**config.mk**
```make
export PLATFORM = sky130hd
export DESIGN_NAME = rs_encoder
export DESIGN_NICKNAME = d
export VERILOG_FILES = /design/src/rtl/rs_pkg.sv /design/src/rtl/gf_mult_const.sv /design/src/rtl/rs_encoder.sv
export SDC_FILE = /design/constraint.sdc
export NUM_CORES = 1
export LEC_CHECK = 0
export ABC_AREA = 1
export BUFFER_PORTS_ARGS = -buffer_cell sky130_fd_sc_hd__buf_2
export CAP_MARGIN = 20
export CORE_MARGIN = 10
export CORE_UTILIZATION = 45
export DETAILED_ROUTE_END_ITERATION = 10
export GPL_ROUTABILITY_DRIVEN = 0
export HOLD_SLACK_MARGIN = 0.12
export MAX_ROUTING_LAYER = met4
export SKIP_CTS_REPAIR_TIMING = 1
export SLEW_MARGIN = 20
export SYNTH_ARGS = -nofsm -noshare
export SYNTH_HDL_FRONTEND = slang
export SYNTH_SLANG_ARGS = --single-unit
```
**constraint.sdc**
```tcl
create_clock -name clock -period 1.8 [get_ports clock]
set_input_delay 0.09 -clock clock [delete_from_list [all_inputs] [get_ports clock]]
set_output_delay 0.09 -clock clock [all_outputs]
set_load 0.02 [all_outputs]
```
**src/rtl/rs_pkg.sv**
```systemverilog
// rs_pkg -- shared RS(31,19) definitions over GF(2^5).
// Contents:
//   SYM_W      symbol width (5 bits)
//   NPAR       parity symbol count (12)
//   PRIM_POLY  primitive polynomial x^5+x^2+1
//   G          generator coefficients g0..g11 of prod_{i=1..12}(x+alpha^i);
//              the x^12 term is 1 and is not stored
//   gf_mul     GF(2^5) multiply, used for constant products only
// The encoder and the decoder syndrome logic both use this package.
package rs_pkg;

    localparam int SYM_W = 5;
    localparam int NPAR  = 12;

    localparam logic [5:0]       PRIM_POLY = 6'b100101;
    // Only the low bits of the polynomial are used: they are the
    // reduction term applied when x^5 overflows.
    localparam logic [SYM_W-1:0] PRIM_RED  = PRIM_POLY[SYM_W-1:0];

    typedef enum logic [0:0] {
        ST_DATA   = 1'b0,
        ST_PARITY = 1'b1
    } enc_state_t;

    // Multiply MSB-first: double the partial result, then add a when the
    // current bit of b is set.
    function automatic logic [SYM_W-1:0] gf_mul(input logic [SYM_W-1:0] a,
                                                input logic [SYM_W-1:0] b);
        logic [SYM_W-1:0] r;
        r = 5'd0;
        for (int i = SYM_W - 1; i >= 0; i--) begin
            r = {r[SYM_W-2:0], 1'b0} ^ (r[SYM_W-1] ? PRIM_RED : 5'd0);
            if (b[i]) begin
                r = r ^ a;
            end else begin
                r = r;
            end
        end
        return r;
    endfunction

    // Build the generator by multiplying in one (x + alpha^i) factor at a
    // time. Higher terms that are still zero do not change, so the inner
    // loop can always run over the full degree.
    function automatic logic [NPAR-1:0][SYM_W-1:0] gen_coeffs();
        logic [NPAR:0][SYM_W-1:0] g;
        logic [SYM_W-1:0]         root;
        g    = '0;
        g[0] = 5'd1;
        root = 5'd1;
        for (int i = 1; i <= NPAR; i++) begin
            root = gf_mul(root, 5'd2);
            for (int k = NPAR; k >= 1; k--) begin
                g[k] = g[k-1] ^ gf_mul(g[k], root);
            end
            g[0] = gf_mul(g[0], root);
        end
        return g[NPAR-1:0];
    endfunction

    localparam logic [NPAR-1:0][SYM_W-1:0] G = gen_coeffs();

endpackage

```
**src/rtl/gf_mult_const.sv**
```systemverilog
// gf_mult_const -- combinational GF(2^5) multiply by a constant coefficient.
// Parameters: COEF  constant multiplier
// Ports:      a     5-bit field element in
//             y     5-bit product a*COEF
module gf_mult_const
    import rs_pkg::*;
#(
    parameter logic [SYM_W-1:0] COEF = 5'd1
) (
    input  logic [SYM_W-1:0] a,
    output logic [SYM_W-1:0] y
);

    // COEF is fixed, so this folds down to a small XOR network.
    assign y = gf_mul(a, COEF);

endmodule

```
**src/rtl/rs_encoder.sv**
```systemverilog
// rs_encoder -- systematic RS(31,19) encoder over GF(2^5).
// 19 message symbols pass straight through. They are followed by the 12
// parity symbols of m(x)*x^12 mod g(x), highest-order parity first.
// Ports:
//   clock      rising-edge clock
//   reset      synchronous, active-high
//   in_valid   datain holds a message symbol
//   in_ready   high in DATA; a symbol is accepted when in_valid is also high
//   datain     message symbol, highest-order symbol first
//   out_valid  dataout holds a codeword symbol (one cycle after it is produced)
//   out_sop    dataout is codeword symbol 0
//   out_eop    dataout is codeword symbol 30
//   dataout    registered codeword symbol
module rs_encoder
    import rs_pkg::*;
#(
    parameter int NSYM = 31,
    parameter int KSYM = 19
) (
    input  logic             clock,
    input  logic             reset,
    input  logic             in_valid,
    output logic             in_ready,
    input  logic [SYM_W-1:0] datain,
    output logic             out_valid,
    output logic             out_sop,
    output logic             out_eop,
    output logic [SYM_W-1:0] dataout
);

    if (NSYM != 31 || KSYM != 19) begin : g_bad_param
        $error("rs_encoder supports only NSYM=31, KSYM=19");
    end

    localparam logic [4:0] SYM_LAST = 5'd18;
    localparam logic [3:0] PAR_LAST = 4'd11;

    enc_state_t                   state_r,   state_s;
    logic [4:0]                   sym_cnt_r, sym_cnt_s;
    logic [3:0]                   par_cnt_r, par_cnt_s;
    logic [NPAR-1:0][SYM_W-1:0]   par_r,     par_s;
    logic [NPAR-1:0][SYM_W-1:0]   prod_s;
    logic [SYM_W-1:0]             fb_s;
    logic [SYM_W-1:0]             dout_s;
    logic                         valid_s, sop_s, eop_s;
    logic                         accept_s;

    assign in_ready = (state_r == ST_DATA);
    assign accept_s = in_valid & in_ready;
    assign fb_s     = datain ^ par_r[NPAR-1];

    // Twelve constant multipliers, one for each generator coefficient.
    for (genvar j = 0; j < NPAR; j++) begin : g_mult
        gf_mult_const #(.COEF(G[j])) u_mult (
            .a (fb_s),
            .y (prod_s[j])
        );
    end

    // Next state, LFSR update and next-output decode.
    always_comb begin
        state_s   = state_r;
        sym_cnt_s = sym_cnt_r;
        par_cnt_s = par_cnt_r;
        par_s     = par_r;
        dout_s    = dataout;
        valid_s   = 1'b0;
        sop_s     = 1'b0;
        eop_s     = 1'b0;
        case (state_r)
            ST_DATA: begin
                if (accept_s) begin
                    dout_s   = datain;
                    valid_s  = 1'b1;
                    sop_s    = (sym_cnt_r == 5'd0);
                    par_s[0] = prod_s[0];
                    for (int j = 1; j < NPAR; j++) begin
                        par_s[j] = par_r[j-1] ^ prod_s[j];
                    end
                    if (sym_cnt_r == SYM_LAST) begin
                        state_s   = ST_PARITY;
                        sym_cnt_s = 5'd0;
                    end else begin
                        sym_cnt_s = sym_cnt_r + 5'd1;
                    end
                end else begin
                    state_s = ST_DATA;
                end
            end
            ST_PARITY: begin
                // Shift out the parity highest term first and fill with zeros,
                // so the register is clear once the last symbol has gone.
                dout_s   = par_r[NPAR-1];
                valid_s  = 1'b1;
                par_s[0] = 5'd0;
                for (int j = 1; j < NPAR; j++) begin
                    par_s[j] = par_r[j-1];
                end
                if (par_cnt_r == PAR_LAST) begin
                    state_s   = ST_DATA;
                    par_cnt_s = 4'd0;
                    eop_s     = 1'b1;
                end else begin
                    par_cnt_s = par_cnt_r + 4'd1;
                end
            end
            default: begin
                state_s   = ST_DATA;
                sym_cnt_s = 5'd0;
                par_cnt_s = 4'd0;
                par_s     = '0;
            end
        endcase
    end

    // State, LFSR and output registers.
    always_ff @(posedge clock) begin
        if (reset) begin
            state_r   <= ST_DATA;
            sym_cnt_r <= 5'd0;
            par_cnt_r <= 4'd0;
            par_r     <= '0;
            dataout   <= 5'd0;
            out_valid <= 1'b0;
            out_sop   <= 1'b0;
            out_eop   <= 1'b0;
        end else begin
            state_r   <= state_s;
            sym_cnt_r <= sym_cnt_s;
            par_cnt_r <= par_cnt_s;
            par_r     <= par_s;
            dataout   <= dout_s;
            out_valid <= valid_s;
            out_sop   <= sop_s;
            out_eop   <= eop_s;
        end
    end

endmodule

```
After elaboration in Yosys (flattened, before gate mapping)

Cells that the tools add are included.

Register bits after elaboration: 78
Bits in latches: 0
Bits in writable memories: 0
Memory bits (read-only): 0
Input bits: 8
Output and inout port bits: 9
Word-level logic and storage cells: 87
Memories kept: 0

Add/sub/neg operators: 2
$mul: 0
Divide/modulo/power cells: 0
Magnitude comparators: 0
Eq/ne operators: 3
Shifts and indexed selects: 0
Muxes and demuxes: 24
Bitwise operators: 35
Reduce and logical (&&, ||, !) cells: 4

Operator list:

| kind                                           | number |
|---|---|
| XOR 5 bit                                      | 30 |
| case mux 60 bit (2 select lines)               | 1 |
| 2-to-1 mux 60 bit                              | 1 |
| 2-to-1 mux 3 bit                               | 11 |
| 2-to-1 mux 5 bit                               | 2 |
| case mux 5 bit (2 select lines)                | 1 |
| XOR 5 x 3 -> 5 bit                             | 2 |
| adder 5 x 1 -> 5 bit (second input constant)   | 1 |
| equality test 5 bit (second input constant)    | 1 |
| zero test 5 bit                                | 1 |
| 2-to-1 mux 1 bit                               | 5 |
| adder 4 x 1 -> 4 bit (second input constant)   | 1 |
| equality test 4 bit (second input constant)    | 1 |
| 2-to-1 mux 4 bit                               | 1 |
| case mux 1 bit (2 select lines)                | 2 |
| OR reduction 3 bit                             | 1 |
| != test 2 x 1 -> 1 bit (second input constant) | 1 |
| inverter 1 bit                                 | 2 |
| AND reduction 2 bit                            | 1 |
| OR reduction 2 bit                             | 1 |
| AND 1 bit                                      | 1 |

Logic depth before layout (Yosys ltp)

Depth after elaboration: 16
Depth in mapped cells: 13
Gate-level depth less buffers: 13

Cells and area by module

Synthesis repeated with hierarchy kept, for this count alone.

Cell total of the unflattened synthesis: 737
Area total of the unflattened synthesis: 4,814.6 µm²

Modules (own cells, without submodules):

| module                             | instances | cells an instance | area an instance (µm²) | seq. area each (µm²) |
|---|---|---|---|---|
| rs_encoder                         | 1         | 438               | 3,484.6                | 1,561.5 |
| gf_mult_const at g_mult[10].u_mult | 1         | 40                | 180.2                  | 0.0 |
| gf_mult_const at g_mult[5].u_mult  | 1         | 34                | 156.4                  | 0.0 |
| gf_mult_const at g_mult[8].u_mult  | 1         | 36                | 142.6                  | 0.0 |
| gf_mult_const at g_mult[2].u_mult  | 1         | 28                | 137.6                  | 0.0 |
| gf_mult_const at g_mult[3].u_mult  | 1         | 26                | 117.6                  | 0.0 |
| gf_mult_const at g_mult[11].u_mult | 1         | 29                | 115.1                  | 0.0 |
| gf_mult_const at g_mult[1].u_mult  | 1         | 25                | 111.4                  | 0.0 |
| gf_mult_const at g_mult[0].u_mult  | 1         | 25                | 108.9                  | 0.0 |
| gf_mult_const at g_mult[4].u_mult  | 1         | 22                | 95.1                   | 0.0 |
| gf_mult_const at g_mult[6].u_mult  | 1         | 16                | 67.6                   | 0.0 |
| gf_mult_const at g_mult[7].u_mult  | 1         | 13                | 60.1                   | 0.0 |
| gf_mult_const at g_mult[9].u_mult  | 1         | 5                 | 37.5                   | 0.0 |

Least setup slack after synthesis

OpenSTA, ideal clock, no wires.

Path type: reg-to-reg
Start point: register par_r[59] (netlist bit)
End point: register par_r[16] (netlist bit)
Data arrival time: 1.221 ns
Required time: 1.691 ns
Setup slack: 0.470 ns
Cell stages (with the launch flop): 13
Clock period less this slack: 1.330 ns
Cell sequence: dfxtp_1 > inv_2 > nand2_1 > nand2_4 > nand2_1 > nand2_4 > inv_6 > nand2_2 > nand3_2 > xor2_1 > nand2_1 > nand2_1 > inv_1

Longest elaborated chain between the ends: 9

RTL lines:

| item                             | RTL line          | source |
|---|---|---|
| start, declared                  | rs_encoder.sv:41  | `logic [NPAR-1:0][SYM_W-1:0] par_r, par_s;` |
| start signal, assigned           | rs_encoder.sv:131 | `par_r <= par_s;` |
| XOR 5 bit                        | rs_encoder.sv:50  | `assign fb_s = datain ^ par_r[NPAR-1];` |
| XOR 5 bit                        | rs_pkg.sv:34      | `r = r ^ a;` |
| 2-to-1 mux 3 bit                 | rs_pkg.sv:32      | `r = {r[SYM_W-2:0], 1'b0} ^ (r[SYM_W-1] ? PRIM_RED : 5'd0);` |
| XOR 5 bit                        | rs_pkg.sv:32      |  |
| XOR 5 bit (2 in a row)           | n/a               |  |
| XOR 5 bit                        | rs_encoder.sv:78  | `par_s[j] = par_r[j-1] ^ prod_s[j];` |
| 2-to-1 mux 60 bit                | rs_encoder.sv:72  | `if (accept_s) begin` |
| case mux 60 bit (2 select lines) | rs_encoder.sv:70  | `case (state_r)` |

Every way passes these cells. The select of a mux whose other input is x is not followed.
A chain may end at the register's enable or synchronous reset.

Worst setup path in the final report

Start point: register par_r[55] (netlist bit)
End point: register par_r[12] (netlist bit)

Longest elaborated chain between the ends: 8

RTL lines:

| item                             | RTL line |
|---|---|
| XOR 5 bit                        | rs_encoder.sv:50 |
| XOR 5 bit                        | rs_pkg.sv:34 |
| XOR 5 bit                        | rs_pkg.sv:32 |
| XOR 5 bit                        | rs_pkg.sv:34 |
| XOR 5 bit                        | n/a |
| XOR 5 bit                        | rs_encoder.sv:78 |
| 2-to-1 mux 60 bit                | rs_encoder.sv:72 |
| case mux 60 bit (2 select lines) | rs_encoder.sv:70 |

Every way passes these cells. The select of a mux whose other input is x is not followed.

==> flow_summary.ini <==
[layout]
mostFrequentLayoutCells = 169 x nand2_1, 85 x inv_1, 77 x dfxtp_1
drive_gt1_share_pct = 14.76
num-fill-cells = 917
fin_nets = 644
utilization_pct = 51.42
num_antenna_cells = 0
final_common_cell = nand2_1
syn_to_final_growth_pct = 10.93

[power_and_ir_drop]
switching_share_pct = 35.17
peakVddDrop_mv = 0.4354
power_leakage_nw = 2.483
p_clk_share_pct = 28.2
power.share.sequential_pct = 42.7
switchingPower_w = 0.001685
p_comb_share_pct = 29.0
finalPower_w = 0.004790
p_per_area_nw_per_um2 = 1008
p_int_w = 0.003105

[cts]
clock_path_buffers = 2
cts_sinks = 78
clock_latency_ps = 360
cts-root-buf = clkbuf_8
cts_made_buffers = 9
cts.clk_slew.worst_paths_ps = 90
ctsHtreeMaxLevel = 3
cts_tree = yes

[yosys]
syn-instance-count = 617
synth_edf_count = 0
synth_ff_type = dfxtp_1
yosysWarnings = 0
yosys-top-cells-area = dfxtp_1 36%, nand2_1 15%, inv_1 7.4%
async_flop_share_pct = 0
synth_largest_area_cell = dfxtp_1
ys_seq_area_share_pct = 36.46
synth_cell_type_count = 36
syn_area_um2 = 4283
ys_ff_latch = 78
syn-num-nets = 629
synth_top_area_share_pct = 36.46
syn_area_per_cell_um2 = 6.941

[routing]
drc = 0
routed_wirelength_um = 10260
wire_per_inst_um = 13.40
vias = 3711
drt_iter0_markers = 273
ant_nets = 0
vias_per_cell = 4.845
drtPass1Iterations = 4

[setup_path]
r2r-end = par_r[12]
start_kind = flop
end_kind = flop
slowest_delay_ps = 400
path_class = flop to flop
crit_chain = nand2_1 > nand2_2 > nand2_1 > nand2_2 > inv_2 > nand2_1 > nand3_1 > nand2_1 > nand3_1 > nand2_1 > inv_1
cp_slowest_cell = dfxtp_1
critPathRequiredTime_ps = 2070
rrSetupSlack_ps = 190
crit_top_cell = nand2_1
r2r-start = par_r[55]
crit_arrival_ps = 1880
reg2reg_depth = 11
path_max_fanout = 6

[place]
port_buffers = 16
hpwlAfterDp_um = 7308
preCtsSetupSlack_ps = 195.8

[worst_hold_path]
hp-class = primary input to flop
hold_start = datain[4]
hold_depth = 5
hold_end = dataout[4]

[timing]
finalSetupViolations = 0
max_slew_margin_pct = 75.40
rsz0062_at_grt = false
tns_ps = 0
final_max_slew_viol_count = 0
hold_viol_final = 0
fin_ws_ps = 189.0
fmax_ghz = 0.6207
fin_skew_ps = 13.01
finalCritPeriodShare_pct = 89.50
fin_hold_ws_ps = 69.56
worst_pin_slew_ps = 369.1
fin_crit_ps = 1611

[floorplan]
coreArea_um2 = 9240
dieArea_um2 = 13820
die_x_um = 117.6
fp.dieH_um = 117.6
fp-row-count = 35
initial_core_util_pct = 46.35
ios = 17

[global_route]
grt_pass1_vias = 3550
antenna_found_initial = 0
grt_pass1_wl_um = 17550
overflow = 0
grt_max_degree = 39
grt_use_total_pct = 15.57

[run_status]
status = completed

[run]
cap_violations = 0
power groups by stage:
stage / Clock [W] / Sequential, W / Combinational, W
CTS: 0.00139 / 0.00205 / 0.00140
floorplan: 0 / 0.00206 / 0.00108
detailed placement: 0 / 0.00208 / 0.00139
global route: 0.00146 / 0.00207 / 0.00160
finish: 0.00135 / 0.00205 / 0.00139
global placement: 0 / 0.00208 / 0.00137
per-layer routing:
| layer | track usage, % | wire length (um) | vias to the layer above |
|---|---|---|---|
| li1 | - | - | 1961 |
| met5 | - | 0 | - |
| met4 | 5.796 | 139 | 0 |
| met3 | 2.398 | 361 | 14 |
| met2 | 24.20 | 4674 | 50 |
| met1 | 19.95 | 5086 | 1686 |
cell families after synthesis:
family                   after synthesis  synth area share, %
AO/OA/AOI/OAI                         85                11.66
AND/OR/NAND/NOR                      290                31.38
flip-flops                            78                36.46
buffers and inverters                125                11.66
adder cells (fa/ha/maj)                4                1.169
XOR/XNOR                              35                7.683
area by class of cell:
type | count | area [um2] | area share [%]
Clock buffer | 11 | 141.4 | 2.976
Clock inverter | 5 | 56.30 | 1.185
Inverter | 99 | 379.1 | 7.980
Multi-Input combinational cell | 414 | 2225 | 46.83
Sequential cell | 78 | 1563 | 32.89
Tap cell | 129 | 161.4 | 3.397
Timing Repair Buffer | 30 | 225.2 | 4.741
state kept, by name, summed over array words and instances, names as in the netlist:
signal and flops:
out_valid 1, dataout 5, out_sop 1, out_eop 1, par_cnt_r 4, state_r 1, par_r 60, sym_cnt_r 5
worst max path at each step:
stage,from,endpoint,depth (start not counted)
after detailed placement,par_r[56],par_r[40],13
after global placement,par_r[56],par_r[40],13
after global routing,par_r[55],par_r[12],11
after floorplan,par_r[59],par_r[16],12
final,par_r[55],par_r[12],11
after CTS,par_r[55],par_r[12],11
per-stage QoR:
| step | instance area (um2) | cells |
|---|---|---|
| after floorplan | 4283 | 617 |
| after global placement | 4539 | 749 |
| after detailed placement | 4539 | 749 |
| after CTS | 4737 | 765 |
| after global routing | 4751 | 766 |
| final | 4751 | 766 |
cell usage after synthesis (3+ instances only):
cell type and count:
nand2_1 170, inv_1 85, dfxtp_1 78, nor2_1 38, a21oi_1 35, nand3_1 33, xor2_1 28, o21ai_0 22
o211ai_1 15, clkbuf_1 14, nand2_2 14, inv_2 12, nand4_1 10, buf_2 9, nand2_4 9, nand3b_1 5
a22oi_1 4, ha_1 4, nor3_1 4, xnor2_1 4, xnor2_2 3
critical path, delay by kind of cell (launching register included):
family / cells / cell delay, ps
buffers and inverters: 2 / 110
flip-flops: 1 / 400
AND/OR/NAND/NOR: 9 / 1000
Power figures use the tool's default switching activity.
